[src/rtl/alarm_pkg.sv]
// Shared definitions for the alarm controller: state encodings and BCD field limits.
package alarm_pkg;

  localparam logic [2:0] ST_DISABLED = 3'd0;
  localparam logic [2:0] ST_ARMED    = 3'd1;
  localparam logic [2:0] ST_RINGING  = 3'd2;
  localparam logic [2:0] ST_SNOOZED  = 3'd3;
  localparam logic [2:0] ST_SET      = 3'd4;

  typedef enum logic [2:0] {
    S_DISABLED = ST_DISABLED,
    S_ARMED    = ST_ARMED,
    S_RINGING  = ST_RINGING,
    S_SNOOZED  = ST_SNOOZED,
    S_SET      = ST_SET
  } state_t;

  localparam logic [3:0] MIN_TENS_MAX   = 4'd5;
  localparam logic [3:0] MIN_ONES_MAX   = 4'd9;
  localparam logic [3:0] HR_TENS_MAX    = 4'd2;
  localparam logic [3:0] HR_ONES_MAX_24 = 4'd3;

  // Ones digit of the hour never exceeds 9 except in the last decade, where it stops at 3.
  function automatic logic hour_at_max(input logic [3:0] h2, input logic [3:0] h1);
    return (h2 == HR_TENS_MAX) && (h1 == HR_ONES_MAX_24);
  endfunction

endpackage

[src/rtl/bcd_time_inc.sv]
// Combinational next value for a BCD HH:MM time; minute and hour increments are
// independent (no carry from minutes into hours) and hours wrap 23 -> 00.
module bcd_time_inc
  import alarm_pkg::*;
(
  input  logic [3:0] hours2,
  input  logic [3:0] hours1,
  input  logic [3:0] mins2,
  input  logic [3:0] mins1,
  input  logic       inc_min,
  input  logic       inc_hour,
  output logic [3:0] hours2_next,
  output logic [3:0] hours1_next,
  output logic [3:0] mins2_next,
  output logic [3:0] mins1_next
);

  always_comb begin
    mins2_next = mins2;
    mins1_next = mins1;
    if (inc_min) begin
      if (mins1 == MIN_ONES_MAX) begin
        mins1_next = 4'd0;
        mins2_next = (mins2 == MIN_TENS_MAX) ? 4'd0 : mins2 + 4'd1;
      end else begin
        mins1_next = mins1 + 4'd1;
      end
    end
  end

  always_comb begin
    hours2_next = hours2;
    hours1_next = hours1;
    if (inc_hour) begin
      if (hour_at_max(hours2, hours1)) begin
        hours2_next = 4'd0;
        hours1_next = 4'd0;
      end else if (hours1 == MIN_ONES_MAX) begin
        hours1_next = 4'd0;
        hours2_next = hours2 + 4'd1;
      end else begin
        hours1_next = hours1 + 4'd1;
      end
    end
  end

endmodule

[src/rtl/alarm_scheduler.sv]
// Alarm controller beside the wall clock: holds a BCD setpoint, detects minute
// events matching it and sequences ring / snooze / timeout phases.
module alarm_scheduler
  import alarm_pkg::*;
#(
  parameter int SNOOZE_MINS       = 5,
  parameter int RING_TIMEOUT_MINS = 10
) (
  input  logic       CLK100MHZ,
  input  logic       RESET_BTN,
  input  logic [3:0] hours2,
  input  logic [3:0] hours1,
  input  logic [3:0] mins2,
  input  logic [3:0] mins1,
  input  logic       SET_ALARM,
  input  logic       INC_MIN,
  input  logic       INC_HOUR,
  input  logic       ALARM_EN,
  input  logic       SNOOZE,
  input  logic       STOP,
  output logic [3:0] al_hours2,
  output logic [3:0] al_hours1,
  output logic [3:0] al_mins2,
  output logic [3:0] al_mins1,
  output logic       show_alarm,
  output logic       armed,
  output logic       ringing,
  output logic [2:0] state
);

  localparam logic [4:0] SNOOZE_LIM = 5'(SNOOZE_MINS);
  localparam logic [4:0] RING_LIM   = 5'(RING_TIMEOUT_MINS);

  // Button order: 0 INC_MIN, 1 INC_HOUR, 2 SNOOZE, 3 STOP
  logic [3:0] btn_lvl;
  logic [3:0] btn_prev_reg;
  logic [3:0] btn_rise;

  assign btn_lvl = {STOP, SNOOZE, INC_HOUR, INC_MIN};

  always_ff @(posedge CLK100MHZ) begin
    if (RESET_BTN) btn_prev_reg <= 4'd0;
    else           btn_prev_reg <= btn_lvl;
  end

  genvar gi;
  generate
    for (gi = 0; gi < 4; gi++) begin : g_edge
      assign btn_rise[gi] = btn_lvl[gi] & ~btn_prev_reg[gi];
    end
  endgenerate

  logic [15:0] time_now;
  logic [15:0] time_reg;
  logic [15:0] setpoint;
  logic        tick;
  logic        match;

  assign time_now = {hours2, hours1, mins2, mins1};

  // The copy also loads during reset so the first cycle afterwards sees no tick.
  always_ff @(posedge CLK100MHZ) begin
    time_reg <= time_now;
  end

  assign tick  = (time_now != time_reg);
  assign match = tick && (time_now == setpoint);

  state_t     state_reg, state_next;
  logic [3:0] ring_cnt_reg, ring_cnt_next;
  logic [3:0] snz_cnt_reg, snz_cnt_next;
  logic [3:0] al_h2_reg, al_h1_reg, al_m2_reg, al_m1_reg;
  logic [3:0] al_h2_next, al_h1_next, al_m2_next, al_m1_next;
  logic       in_set;
  logic       show_alarm_reg, armed_reg, ringing_reg;

  assign setpoint = {al_h2_reg, al_h1_reg, al_m2_reg, al_m1_reg};
  assign in_set   = SET_ALARM && (state_reg == S_SET);

  bcd_time_inc u_setpoint_inc (
    .hours2      (al_h2_reg),
    .hours1      (al_h1_reg),
    .mins2       (al_m2_reg),
    .mins1       (al_m1_reg),
    .inc_min     (btn_rise[0] & in_set),
    .inc_hour    (btn_rise[1] & in_set),
    .hours2_next (al_h2_next),
    .hours1_next (al_h1_next),
    .mins2_next  (al_m2_next),
    .mins1_next  (al_m1_next)
  );

  always_comb begin
    state_next    = state_reg;
    ring_cnt_next = ring_cnt_reg;
    snz_cnt_next  = snz_cnt_reg;
    if (SET_ALARM) begin
      state_next = S_SET;
    end else if (state_reg == S_SET) begin
      state_next = ALARM_EN ? S_ARMED : S_DISABLED;
    end else if (!ALARM_EN) begin
      state_next    = S_DISABLED;
      ring_cnt_next = 4'd0;
      snz_cnt_next  = 4'd0;
    end else begin
      case (state_reg)
        S_DISABLED: state_next = S_ARMED;
        S_ARMED: begin
          if (match) begin
            state_next    = S_RINGING;
            ring_cnt_next = 4'd0;
          end
        end
        S_RINGING: begin
          if (btn_rise[3]) begin
            state_next = S_ARMED;
          end else if (btn_rise[2]) begin
            state_next   = S_SNOOZED;
            snz_cnt_next = 4'd0;
          end else if (tick) begin
            if ({1'b0, ring_cnt_reg} + 5'd1 == RING_LIM) state_next = S_ARMED;
            else ring_cnt_next = ring_cnt_reg + 4'd1;
          end
        end
        S_SNOOZED: begin
          if (btn_rise[3]) begin
            state_next = S_ARMED;
          end else if (tick) begin
            if ({1'b0, snz_cnt_reg} + 5'd1 == SNOOZE_LIM) begin
              state_next    = S_RINGING;
              ring_cnt_next = 4'd0;
            end else begin
              snz_cnt_next = snz_cnt_reg + 4'd1;
            end
          end
        end
        default: state_next = S_DISABLED;
      endcase
    end
  end

  always_ff @(posedge CLK100MHZ) begin
    if (RESET_BTN) begin
      state_reg      <= S_DISABLED;
      ring_cnt_reg   <= 4'd0;
      snz_cnt_reg    <= 4'd0;
      al_h2_reg      <= 4'd0;
      al_h1_reg      <= 4'd0;
      al_m2_reg      <= 4'd0;
      al_m1_reg      <= 4'd0;
      show_alarm_reg <= 1'b0;
      armed_reg      <= 1'b0;
      ringing_reg    <= 1'b0;
    end else begin
      state_reg      <= state_next;
      ring_cnt_reg   <= ring_cnt_next;
      snz_cnt_reg    <= snz_cnt_next;
      al_h2_reg      <= al_h2_next;
      al_h1_reg      <= al_h1_next;
      al_m2_reg      <= al_m2_next;
      al_m1_reg      <= al_m1_next;
      show_alarm_reg <= (state_next == S_SET);
      armed_reg      <= (state_next == S_ARMED) || (state_next == S_RINGING) ||
                        (state_next == S_SNOOZED);
      ringing_reg    <= (state_next == S_RINGING);
    end
  end

  assign al_hours2  = al_h2_reg;
  assign al_hours1  = al_h1_reg;
  assign al_mins2   = al_m2_reg;
  assign al_mins1   = al_m1_reg;
  assign show_alarm = show_alarm_reg;
  assign armed      = armed_reg;
  assign ringing    = ringing_reg;
  assign state      = state_reg;

endmodule

[config.mk]
export PLATFORM = sky130hd
export DESIGN_NAME = alarm_scheduler
export DESIGN_NICKNAME = d
export VERILOG_FILES = /design/src/rtl/alarm_pkg.sv /design/src/rtl/bcd_time_inc.sv /design/src/rtl/alarm_scheduler.sv
export SDC_FILE = /design/constraint.sdc
export NUM_CORES = 1
export LEC_CHECK = 0
export CORE_MARGIN = 2
export CORE_UTILIZATION = 67
export CTS_CLUSTER_SIZE = 20
export DETAILED_ROUTE_END_ITERATION = 7
export DONT_BUFFER_PORTS = 1
export GPL_ROUTABILITY_DRIVEN = 0
export PLACE_DENSITY = 0.83
export SLEW_MARGIN = 20
export SYNTH_ARGS = -nofsm -noshare
export SYNTH_HDL_FRONTEND = slang
export SYNTH_SLANG_ARGS = --single-unit
[constraint.sdc]
create_clock -name CLK100MHZ -period 4.11 [get_ports CLK100MHZ]
set_input_delay 1.0275 -clock CLK100MHZ [delete_from_list [all_inputs] [get_ports CLK100MHZ]]
set_output_delay 1.0275 -clock CLK100MHZ [all_outputs]
set_load 0.005 [all_outputs]
## Yosys cells after proc, flatten, opt, wreduce, memory -nomap -nowiden

Cells that the tools add are included.

| storage, ports and cells | value |
|---|---|
| ROM bits | 0 |
| word-level logic and storage cells | 108 |
| register bits | 50 |
| bits in writable memories | 0 |
| bits in latches | 0 |
| memories | 0 |

| cells by class | value |
|---|---|
| multipliers | 0 |
| add/sub/neg operators | 8 |
| bitwise logic cells | 12 |
| $lt $le $gt $ge | 0 |
| multiplexer cells | 36 |
| reductions and logical operators | 11 |
| shift-type cells | 0 |
| equal/unequal tests | 29 |
| div/mod/pow operators | 0 |

Operator list:

| cell | count |
|---|---|
| $mux 4 | 21 |
| $mux 3 | 11 |
| $ne 3x3->1 const B | 10 |
| $add 4x1->4 const B | 6 |
| $eq 16x16->1 | 1 |
| $ne 16x16->1 | 1 |
| $eq 3x2->1 const B | 4 |
| $pmux 3 s4 | 1 |
| $pmux 4 s3 | 1 |
| $reduce_and 11->1 | 1 |
| $add 4x1->5 const B | 2 |
| $eq 4x2->1 const B | 2 |
| $eq 4x4->1 const B | 2 |
| $pmux 4 s2 | 1 |
| $reduce_and 8->1 | 1 |
| $and 1x1->1 | 6 |
| $eq 3x1->1 const B | 2 |
| $eq 3x3->1 const B | 2 |
| $not 1->1 | 6 |
| $eq 5x3->1 const B | 1 |
| $eq 5x4->1 const B | 1 |
| $eq 4x3->1 const B | 1 |
| $ne 4x1->1 const B | 1 |
| $reduce_and 2->1 | 2 |
| 6 further kinds | 9 |

## Logic depth before layout (Yosys ltp)

Gate-level depths: netlist (run 1).

| logic depth | value |
|---|---|
| depth after elaboration | 13 |
| depth in mapped cells | 9 |
| gate-level depth less buffers | 9 |

## Modules after synthesis

From an unflattened synthesis (run 1), not the netlist that was laid out.

| unflattened totals | value |
|---|---|
| cells, all modules | 277 |
| area, all modules | 2622.5 um2 |

By module, submodules not included:

| module | cells an instance | instances | sequential area each (um2) | area an instance (um2) |
|---|---|---|---|---|
| alarm_scheduler | 215 | 1 | 1001.0 | 2184.6 |
| bcd_time_inc | 62 | 1 | 0.0 | 437.9 |

## Worst setup path after synthesis (run 1)

No wires, ideal clock.

| path | value |
|---|---|
| kind | input-to-reg |
| start point | in hours2[2] |
| end point | reg ringing_reg, in the netlist ringing |
| library setup time | 0.058 ns |
| required time | 4.052 ns |
| data arrival time | 2.575 ns |
| setup slack | 1.478 ns |
| path buffers | 0 |
| stages on the path | 7 |
| cell sequence | xor2_1 -> nor4_2 -> nand2_1 -> or4_4 -> o32a_4 -> nor2_4 -> o21a_1 |

| on the way | value |
|---|---|
| word-level cells in the longest chain between the ends | 9 |
| elaborated cells on any way between the ends | 14 |

Ends and longest elaborated chain:

| element | line | RTL |
|---|---|---|
| start, declared | alarm_scheduler.sv:11 | `input logic [3:0] hours2,` |
| $ne 16x16->1 | alarm_scheduler.sv:66 | `assign tick = (time_now != time_reg);` |
| $mux 3 | alarm_scheduler.sv:120 | `end else if (tick) begin` |
| $mux 3 | alarm_scheduler.sv:117 | `end else if (btn_rise[2]) begin` |
| $mux 3 | alarm_scheduler.sv:115 | `if (btn_rise[3]) begin` |
| $pmux 3 s4 (*) | alarm_scheduler.sv:106 | `case (state_reg)` |
| $mux 3 (*) | alarm_scheduler.sv:101 | `end else if (!ALARM_EN) begin` |
| $mux 3 (*) | alarm_scheduler.sv:99 | `end else if (state_reg == S_SET) begin` |
| $mux 3 (*) | alarm_scheduler.sv:97 | `if (SET_ALARM) begin` |
| $eq 3x2->1 (*) | alarm_scheduler.sv:165 | `ringing_reg <= (state_next == S_RINGING);` |
| end signal, assigned | alarm_scheduler.sv:165 |  |
| end, declared | alarm_scheduler.sv:75 | `logic show_alarm_reg, armed_reg, ringing_reg;` |

Every way passes the cells marked *; elsewhere a longest branch is shown, timed or not.
A chain may end at the register's enable or synchronous reset.

## Worst setup path in the final report (run 1)

| path | value |
|---|---|
| start point | in mins1[2] |
| end point | reg armed_reg, in the netlist armed |

| on the way | value |
|---|---|
| word-level cells in the longest chain between the ends | 11 |
| elaborated cells on any way between the ends | 18 |

Ends and longest elaborated chain:

| element | line | RTL |
|---|---|---|
| start, declared | alarm_scheduler.sv:14 | `input logic [3:0] mins1,` |
| $ne 16x16->1 | alarm_scheduler.sv:66 |  |
| $mux 3 | alarm_scheduler.sv:120 |  |
| $mux 3 | alarm_scheduler.sv:117 |  |
| $mux 3 | alarm_scheduler.sv:115 |  |
| $pmux 3 s4 (*) | alarm_scheduler.sv:106 |  |
| $mux 3 (*) | alarm_scheduler.sv:101 |  |
| $mux 3 (*) | alarm_scheduler.sv:99 |  |
| $mux 3 (*) | alarm_scheduler.sv:97 |  |
| $eq 3x1->1 or $eq 3x2->1 (tied branches) | alarm_scheduler.sv:163 | `armed_reg <= (state_next == S_ARMED) \|\| (state_next == S_RINGING) \|\|` |
| $logic_or 1x1->1 | alarm_scheduler.sv:163 |  |
| $logic_or 1x1->1 (*) | alarm_scheduler.sv:163 |  |
| end signal, assigned | alarm_scheduler.sv:163 |  |
| end, declared | alarm_scheduler.sv:75 |  |

Marked as above.

==> impl_metrics.toml, run 1 <==
[worst_hold_path]
hp-class = "flop to flop"
whs_endpoint = "snz_cnt_reg[3]$_SDFFE_PP0P_"
hold_path_depth = 2
hp-start = "snz_cnt_reg[3]$_SDFFE_PP0P_"

[clock_tree]
cts_buffer_depth = 2
clock-sinks = 50
worstSkewPairLatency_ns = 0.30
clk_pin_slew_ns = 0.09
cts_made_buffers = 5
cts_root_buf = "clkbuf_8"
cts_tree = "yes"
cts_setup_buffers = 0
cts_hold_buffers = 0
cts-resized-gates = 0
cts.htree.levels = 2

[run]
max_cap_viol_count = 0

[grt]
grt_max_degree = 30
grt_first_pass_wirelength_um = 7797
grt_pass1_vias = 1656
grt-ovfl-total = 0
grtUsageTotal_pct = 24.28
antenna_found_initial = 0

[yosys]
synth_area_leaders = "dfxtp_1, xnor2_1, xor2_1"
syn_area_per_cell_um2 = 9.341
synth-async-reset-ratio_pct = 0
ys_seq_area_share_pct = 40.59
syn_nets = 296
synth_edf_count = 0
synth_cell_type_count = 48
synth.yosys.warnings = 0
yosysTopAreaCellShare_pct = 40.59
ys.flop_type = "dfxtp_1"
synth-seq-cells = 50
synth_area_um2 = 2466
yosysTopAreaCell = "dfxtp_1"
syn_inst = 264

[die]
io_pins = 46
initial_utilization_pct = 68.39
core_region_area_um2 = 3606
floorplan.die_area_um2 = 4182
die_w_um = 64.67
std_cell_rows = 22
die_height_um = 64.67

[detailed_routing]
dr.pass1.iters = 4
drtIter0Drc = 156
drt_wl_total_um = 4739
drc = 0
ant_nets = 0
vias = 1835
routed_via_density = 5.863
wl_per_cell_um = 15.14

[sta]
hold_viol_final = 0
fin_setup_tns_ns = 0
slew_headroom_pct = 65.89
finClkSkew_ns = 0.008129
hold_ws_ns = 0.4973
finalCriticalPeriod_ns = 2.462
setup_ws_ns = 1.648
slew_viol_final = 0
tightest_slew_ns = 0.5078
fmax_mhz = 406.1
period_share_pct = 59.91
rsz0062_at_grt = "no"
finalSetupViolCount = 0

[setup_path]
r2r_slack_ns = 1.88
path_cells = "xnor2_1 > nand4_1 > nor4_4 > or4_4 > or2b_1 > o311a_1 > a211oi_2"
end_kind = "flop"
r2r_start = "snz_cnt_reg[0]$_SDFFE_PP0P_"
reg2reg_depth = 8
path_buf_inv = 0
max_stage_delay_ns = 0.53
startpoint_type = "primary input"
slowest_stage = "nor4_4"
crit_path_max_fanout = 8
cp_top_family = "simple AND/OR/NAND/NOR gates"
required_ns = 4.34
critPathKind = "primary input to flop"
critical_path_arrival_ns = 2.69
r2r_end = "armed$_SDFF_PP0_"

[pwr]
p_leak_nw = 0.9014
worst_ir_drop_vdd_mv = 0.2910
p_per_area_nw_per_um2 = 324.9

[outcome]
outcome = "finished clean"

[finish]
largest_register_ffs = 16
nets = 296
antenna_cells = 0
synthToLayoutAreaGrowth_pct = 4.617
fillers = 282
drive_above_1_share_pct = 6.792

[place]
place_hpwl_um = 3575
portBuffers = 0
place_ws_ns = 1.317
-- worst min-delay path, cell delays in order (launching register included) --
cell and delay (ns):
dfxtp_1 0.33, o21ai_0 0.07, a21oi_1 0.06
-- worst max-delay path by stage --
stage,from,to,slack [ns],depth (start not counted)
after global routing,mins1[2],ring_cnt_reg[3]$_SDFFE_PP0P_,1.52,7
after detailed placement,mins2[1],armed$_SDFF_PP0_,1.32,7
after floorplan,hours2[2],ringing$_SDFF_PP0_,1.48,7
after global placement,mins2[1],ringing$_SDFF_PP0_,1.34,7
final,mins1[2],armed$_SDFF_PP0_,1.65,7
after CTS,mins1[2],armed$_SDFF_PP0_,1.64,7
-- area by class of cell --
type                       instances  area, um2  area share [%]
clock buffer                       6      72.57           2.813
tap                               48      60.06           2.328
multi-input combinational        198       1399           54.22
sequential                        50       1001           38.80
inverter                           9      33.78           1.309
clock inverter                     2      13.76          0.5335
-- cells in the mapped netlist (2+ instances only) --
master and instances:
a211o_1 2, a211oi_1 2, a21oi_1 15, a31oi_1 2
and4b_1 3, clkbuf_1 3, dfxtp_1 50, ha_1 8
inv_1 9, nand2_1 12, nand2b_1 4, nand3_1 10
nand3b_1 2, nand4_1 11, nand4b_1 2, nor2_1 19
nor2_4 2, nor2b_1 16, nor3_1 4, nor3b_2 2
nor4_1 4, o21ai_0 14, or3_1 3, or4_1 3
xnor2_1 28, xor2_1 12
-- layer usage --
metal / global-route usage (%) / share of wire [%] / vias to the layer above
li1: - / - / 929
met1: 31.79 / 46 / 852
met2: 38.93 / 48 / 50
met3: 7.118 / 5.4 / 4
met4: 7.181 / 0.80 / 0
met5: 0 / 0 / -
-- cell families (layout without fill, tap and decap cells) --
logic type      Yosys count  count (layout)  share of synthesized area [%]
compound gates           46              46                          12.63
flops                    50              50                          40.59
fa+ha+maj                 8               8                          4.059
buf+inv                  16              17                          2.688
simple gates            104             104                          25.82
xor+xnor                 40              40                          14.21
-- power breakdown --
| part | switching (mW) | leakage (nW) | internal, mW | total [mW] |
|---|---|---|---|---|
| registers | 0.00875 | 0.411 | 0.497 | 0.506 |
| logic | 0.0247 | 0.445 | 0.0273 | 0.0520 |
| clock network | 0.160 | 0.0452 | 0.120 | 0.280 |
-- per-stage QoR --
step / instances / instance area (um2) / power, mW / util (%)
finish: 313 / 2580 / 0.8382 / 71.55
global route: 313 / 2580 / 0.8693 / 71.55
CTS: 313 / 2580 / 0.8433 / 71.55
detailed placement: 305 / 2494 / 0.5691 / 69.15
global placement: 305 / 2494 / 0.5681 / 69.15
floorplan: 264 / 2466 / 0.5660 / -
-- layout by cell type, fill, tap and decap left out, drive strengths merged, types with 4 or more instances in the layout --
master	n
o21ai	14
nor4	6
dfxtp	50
ha	8
xnor2	28
nand2b	4
nand4	11
nand3	10
a21oi	15
xor2	12
nor2	21
nor2b	17
or4	4
inv	9
clkbuf	6
nor3	4
nand2	12
Power figures use the tool's default switching activity.
==> run 2, diff against run 1 <==
Settings changed: ABC_AREA set to 1, CORE_UTILIZATION 67 to 57, PLACE_DENSITY 0.83 to 0.75.
Clock period 4.11 ns to 2.1 ns, I/O delays scaled along.
==> run 2 against run 1 <==
Utilization is 9.3 points lower. Synthesized cell count is 54% higher. Flip-flop and latch count stayed put. Die area is 27% higher. Final area rose by 12%. Synthesized area is 10% higher. Non-clock buffer count increased by 3. Highest routed layer unchanged. Total power rose by 120%. Critical path type is now flop to flop. Setup slack lost 1.3 ns. Global-route usage down 2.8 points. Clock power is 140% higher. Largest cell class unchanged.
==> impl_metrics.toml, run 2 <==
[setup_path]
critical_path_arrival_ns = 1.98
critPathKind = "flop to flop"
required_ns = 2.31
startpoint_type = "flop"
end_kind = "flop"
path_cells = "ha_1 > xor2_1 > nand3b_1 > nor2_1 > o21ai_0 > nand3_2 > nand2_1 > nand3_1 > nand2_1 > nor2_1"
slowest_stage = "dfxtp_1"
max_stage_delay_ns = 0.43
crit_path_max_fanout = 5

[pwr]
p_total_mw = 1.831
worst_ir_drop_vdd_mv = 0.3907
p_leak_nw = 1.458
p_per_area_nw_per_um2 = 631.4

[detailed_routing]
routed_via_density = 4.968
wl_per_cell_um = 11.11
drt_wl_total_um = 5198
met3_length_um = 367
highest_layer = "met4"
dr.pass1.iters = 4
drt-met1-wl_um = 2271
vias = 2325
met2WireLength_um = 2437
ant_nets = 0
drc = 0
drtIter0Drc = 81

[sta]
tightest_slew_ns = 0.3766
finalSetupViolCount = 0
fin_setup_tns_ns = 0
slew_headroom_pct = 74.87
slew_viol_final = 0
period_share_pct = 84.33
setup_ws_ns = 0.3290
rsz0062_at_grt = "no"
hold_viol_final = 0
finClkSkew_ns = 0.004689
finalCriticalPeriod_ns = 1.771
fmax_mhz = 564.6

[yosys]
syn_area_per_cell_um2 = 6.687
synth-seq-cells = 50
ys_seq_area_share_pct = 36.87
synth-async-reset-ratio_pct = 0
ys.flop_type = "dfxtp_1"
syn_inst = 406
syn_nets = 438
yosysTopAreaCell = "dfxtp_1"
synth.yosys.warnings = 0
synth_cell_type_count = 32
synth_edf_count = 0
synth_area_leaders = "dfxtp_1, nand2_1, nor2_1"
synth.most_common_cell = "nand2_1"
synth_area_um2 = 2715
synth_common_cells = "nand2_1, nor2_1, inv_1, dfxtp_1, nand3_1"
yosysTopAreaCellShare_pct = 36.87

[die]
die_w_um = 73.02
initial_utilization_pct = 58.26
std_cell_rows = 25
io_pins = 46
core_region_area_um2 = 4661
floorplan.die_area_um2 = 5331
die_height_um = 73.02

[run]
max_cap_viol_count = 0

[finish]
final-seq-area_um2 = 1001
nets = 445
fillers = 489
drive_above_1_share_pct = 9.179
largest_register_ffs = 16
final_area_um2 = 2900
synthToLayoutAreaGrowth_pct = 6.820
final_cell_mix = "nand2_1, nor2_1, inv_1, dfxtp_1, nand3_1"
antenna_cells = 0
layout_commonest_cell = "nand2_1"
multi_input_area_um2 = 1433

[place]
place_ws_ns = 0.2751
postPlaceCellArea_um2 = 2794
place_hpwl_um = 4065
portBuffers = 0

[clock_tree]
clk_pin_slew_ns = 0.09
cts_hold_buffers = 0
cts_made_buffers = 5
cts.htree.levels = 2
cts_buffer_depth = 2
cts_setup_buffers = 0
clock-sinks = 50
cts_root_buf = "clkbuf_8"
cts-resized-gates = 0
cts_tree = "yes"
worstSkewPairLatency_ns = 0.30

[outcome]
outcome = "finished clean"

[worst_hold_path]
hp-class = "primary input to flop"

[grt]
grt-ovfl-total = 0
grtUsageTotal_pct = 21.43
grt_max_degree = 21
grt_first_pass_wirelength_um = 8997
antenna_found_initial = 0
grt_pass1_vias = 2150
run 2: changes by cell type after synthesis, moves of 4 or more:
cell / delta
nand2_1: +93
inv_1: +55
nor2_1: +53
nor2b_1: -16
xnor2_1: -15
inv_2: +8
o21ai_0: -8
nor2_2: +7
nand3_1: +6
a21oi_1: -5
xor2_1: -5
nand2b_1: -4
nand4_1: -4
run 2: logic make-up (layout without fill, tap and decap cells):
group                      after synthesis  count (layout)  share of synthesized area, %
AOI/OAI and AO/OA                       24              24                         5.208
xor gates and xnor gates                20              20                         6.452
adders and majority gates                8               8                         3.687
and+or+nand+nor                        229             229                         37.42
DFF                                     50              50                         36.87
buffers and inverters                   75              83                         10.37
run 2: stage by stage:
stage / instances / hold slack (ns) / utilization (%)
final: 468 / 0.2410 / 62.23
after floorplan: 406 / 0.4359 / -
after global placement: 460 / 0.4453 / 59.95
after global routing: 468 / 0.2256 / 62.23
after CTS: 468 / 0.2303 / 62.23
after detailed placement: 460 / 0.4521 / 59.95
run 2: cell type report:
class / count / share of cell area (%)
Multi-Input combinational cell: 281 / 49.40
Sequential cell: 50 / 34.51
Inverter: 72 / 9.318
Clock buffer: 7 / 2.632
Tap cell: 54 / 2.330
Clock inverter: 1 / 1.035
Timing Repair Buffer: 3 / 0.7765
run 2: routing by layer:
metal	GRT usage (%)	up-vias
li1	-	1249
met1	24.76	1013
met2	36.84	52
met3	7.044	11
met4	7.613	0
met5	0	-
run 2: final timing paths:
check,to,startpoint,depth (start not counted),slack (ns)
worst max-delay path,ring_cnt_reg[3]$_SDFFE_PP0P_,ring_cnt_reg[1]$_SDFFE_PP0P_,10,0.33
worst min-delay path,time_reg[6]$_DFF_P_,mins2[2],0,0.24
worst min register to register,snz_cnt_reg[3]$_SDFFE_PP0P_,snz_cnt_reg[3]$_SDFFE_PP0P_,2,0.46
worst max register to register,ring_cnt_reg[3]$_SDFFE_PP0P_,ring_cnt_reg[1]$_SDFFE_PP0P_,10,0.33
run 2: power by group:
part	internal, mW	switching, mW	leakage (nW)
combinational	0.0674	0.0936	0.993
clock	0.357	0.306	0.0524
sequential	0.983	0.0256	0.412
total	1.41	0.425	1.46
run 2: critical path, delay by kind of cell (launching register included):
family / cells / cell delay [ns]
simple gates: 7 / 0.64
compound gates: 1 / 0.20
xor+xnor: 1 / 0.19
flops: 1 / 0.43
fa+ha+maj: 1 / 0.22
==> run 3, diff against run 2 <==
Clock period 2.1 ns to 1.55 ns, I/O delays scaled along.
==> run 3 against run 2 <==
The run now ends with setup timing left. Maximum frequency up 8.6%. Flip-flop and latch count unchanged. Clock-buffer cell count unchanged. Setup slack worse by 0.41 ns. Register-to-register slack worse by 0.41 ns. Non-clock buffer count up 37. Global-route usage up 0.73 points. Sequential power up 36%.
==> impl_metrics.toml, run 3 (synthesis results as in run 2) <==
[die]
std_cell_rows = 25
core_region_area_um2 = 4661
initial_utilization_pct = 58.26
io_pins = 46
die_w_um = 73.02
floorplan.die_area_um2 = 5331
die_height_um = 73.02

[setup_path]
reg2reg_depth = 11
cp_top_family = "simple AND/OR/NAND/NOR gates"
r2r_start = "snz_cnt_reg[2]$_SDFFE_PP0P_"
critical_path_arrival_ns = 1.84
r2r_slack_ns = -0.08
required_ns = 1.76
crit_path_max_fanout = 3
critPathKind = "flop to flop"
path_buf_inv = 0
r2r_end = "state[0]$_SDFF_PP0_"
path_cells = "nand3_1 > xor2_1 > nand2_1 > nor2_1 > nand3_1 > nand2_1 > nand2_1 > o21bai_2 > nand2_1 > nand2_1 > nor2_1"
slowest_stage = "dfxtp_2"
end_kind = "flop"
max_stage_delay_ns = 0.37
startpoint_type = "flop"
cp_common_cell = "nand2_1"

[detailed_routing]
drtIter0Drc = 129
dr.pass1.iters = 4
drt_wl_total_um = 5783
ant_nets = 0
vias = 2518
wl_per_cell_um = 11.45
drc = 0
routed_via_density = 4.986

[clock_tree]
worstSkewPairLatency_ns = 0.31
cts_buffer_depth = 2
cts_tree = "yes"
cts_root_buf = "clkbuf_8"
cts_made_buffers = 5
clock-sinks = 50
cts_hold_buffers = 0
cts.htree.levels = 2
clk_pin_slew_ns = 0.09

[sta]
finClkSkew_ns = 0.007754
slew_headroom_pct = 72.45
setup_ws_ns = -0.08041
rsz0062_at_grt = "yes"
finalSetupViolCount = 7
period_share_pct = 105.2
hold_ws_ns = 0.09543
fmax_mhz = 613.3
tightest_slew_ns = 0.4128
slew_viol_final = 0
hold_viol_final = 0
finalCriticalPeriod_ns = 1.630

[worst_hold_path]
whs_endpoint = "time_reg[14]$_DFF_P_"
hp-class = "primary input to flop"
hp-start = "hours2[2]"
hold_path_depth = 0

[outcome]
outcome = "finished with violations"
violations = "setup timing"

[grt]
antenna_found_initial = 0
grt_max_degree = 21
grt_pass1_vias = 2254
grt-ovfl-total = 0
grt_first_pass_wirelength_um = 9287
gr-usage-met2_pct = 39.04
grtUsageTotal_pct = 22.16
grt_busiest_layer = "met2"
grtUsageMet1_pct = 25.30
grt_use_met3_pct = 7.182

[pwr]
p_total_mw = 2.424
p_leak_nw = 1.653
p_per_area_nw_per_um2 = 732.9
worst_ir_drop_vdd_mv = 0.6360

[finish]
utilization_pct = 70.95
largest_register_ffs = 16
antenna_cells = 0
layout_commonest_cell = "nand2_1"
nets = 482
final_cell_mix = "nand2_1, inv_1, nor2_1, buf_4, dfxtp_1"
synthToLayoutAreaGrowth_pct = 21.80
fillers = 411
drive_above_1_share_pct = 26.39

[run]
max_cap_viol_count = 0

[place]
portBuffers = 0
place_hpwl_um = 4353
[run 3: changes by cell type in the layout (fill, tap and decap cells not counted), sizes merged]
cell,change
buf,+37
bufinv,-1
clkinv,+1
[run 3: how the worst max path moves through the flow]
stage	start	to	slack (ns)	cells past startpoint
floorplan	ring_cnt_reg[0]$_SDFFE_PP0P_	ring_cnt_reg[0]$_SDFFE_PP0P_	0.006	10
global placement	hours2[3]	state[0]$_SDFF_PP0_	-0.09	15
detailed placement	hours2[3]	state[0]$_SDFF_PP0_	-0.12	15
CTS	ring_cnt_reg[0]$_SDFFE_PP0P_	state[0]$_SDFF_PP0_	-0.05	12
global route	snz_cnt_reg[2]$_SDFFE_PP0P_	state[0]$_SDFF_PP0_	-0.25	11
finish	snz_cnt_reg[2]$_SDFFE_PP0P_	state[0]$_SDFF_PP0_	-0.08	11
[run 3: what timing repair did]
| action | in CTS | in global routing |
|---|---|---|
| setup buffers | 1 | 0 |
| gates resized for setup | 18 | 34 |
| pin swaps | 4 | 9 |
| endpoints found under the setup margin | 13 | 20 |
[run 3: area by class of cell]
class | instances | area [um2] | share of cell area, %
multi-input combinational | 281 | 1550 | 46.88
sequential | 50 | 1025 | 30.99
timing repair buffer | 40 | 300.3 | 9.081
inverter | 72 | 272.8 | 8.248
clock buffer | 7 | 86.33 | 2.611
tap | 54 | 67.56 | 2.043
clock inverter | 1 | 5.005 | 0.1513
[run 3: stage by stage]
stage | area, um2 | setup slack (ns) | std cells | TNS, ns
2_1_floorplan | 2715 | 0.005526 | 406 | 0
3_3_place_gp | 3064 | -0.09354 | 496 | -0.6193
3_5_place_dp | 3064 | -0.1168 | 496 | -0.8871
4_1_cts | 3218 | -0.05181 | 505 | -0.1022
5_1_grt | 3307 | -0.2515 | 505 | -1.966
6_report | 3307 | -0.08041 | 505 | -0.3132
[run 3: report_power, final]
part           switching, mW  leakage (nW)  total, mW  internal, mW
logic                  0.151          1.19      0.268         0.117
registers             0.0320         0.418       1.37          1.33
clock network          0.428        0.0482      0.789         0.361
[run 3: per-layer routing]
| layer | up-vias | share of wire, % | wire, um |
|---|---|---|---|
| met3 | 10 | 5.6 | 325 |
| met1 | 1125 | 45 | 2575 |
| met2 | 65 | 48 | 2798 |
| met4 | 0 | 1.4 | 82 |
| met5 | - | 0 | 0 |
| li1 | 1318 | - | - |
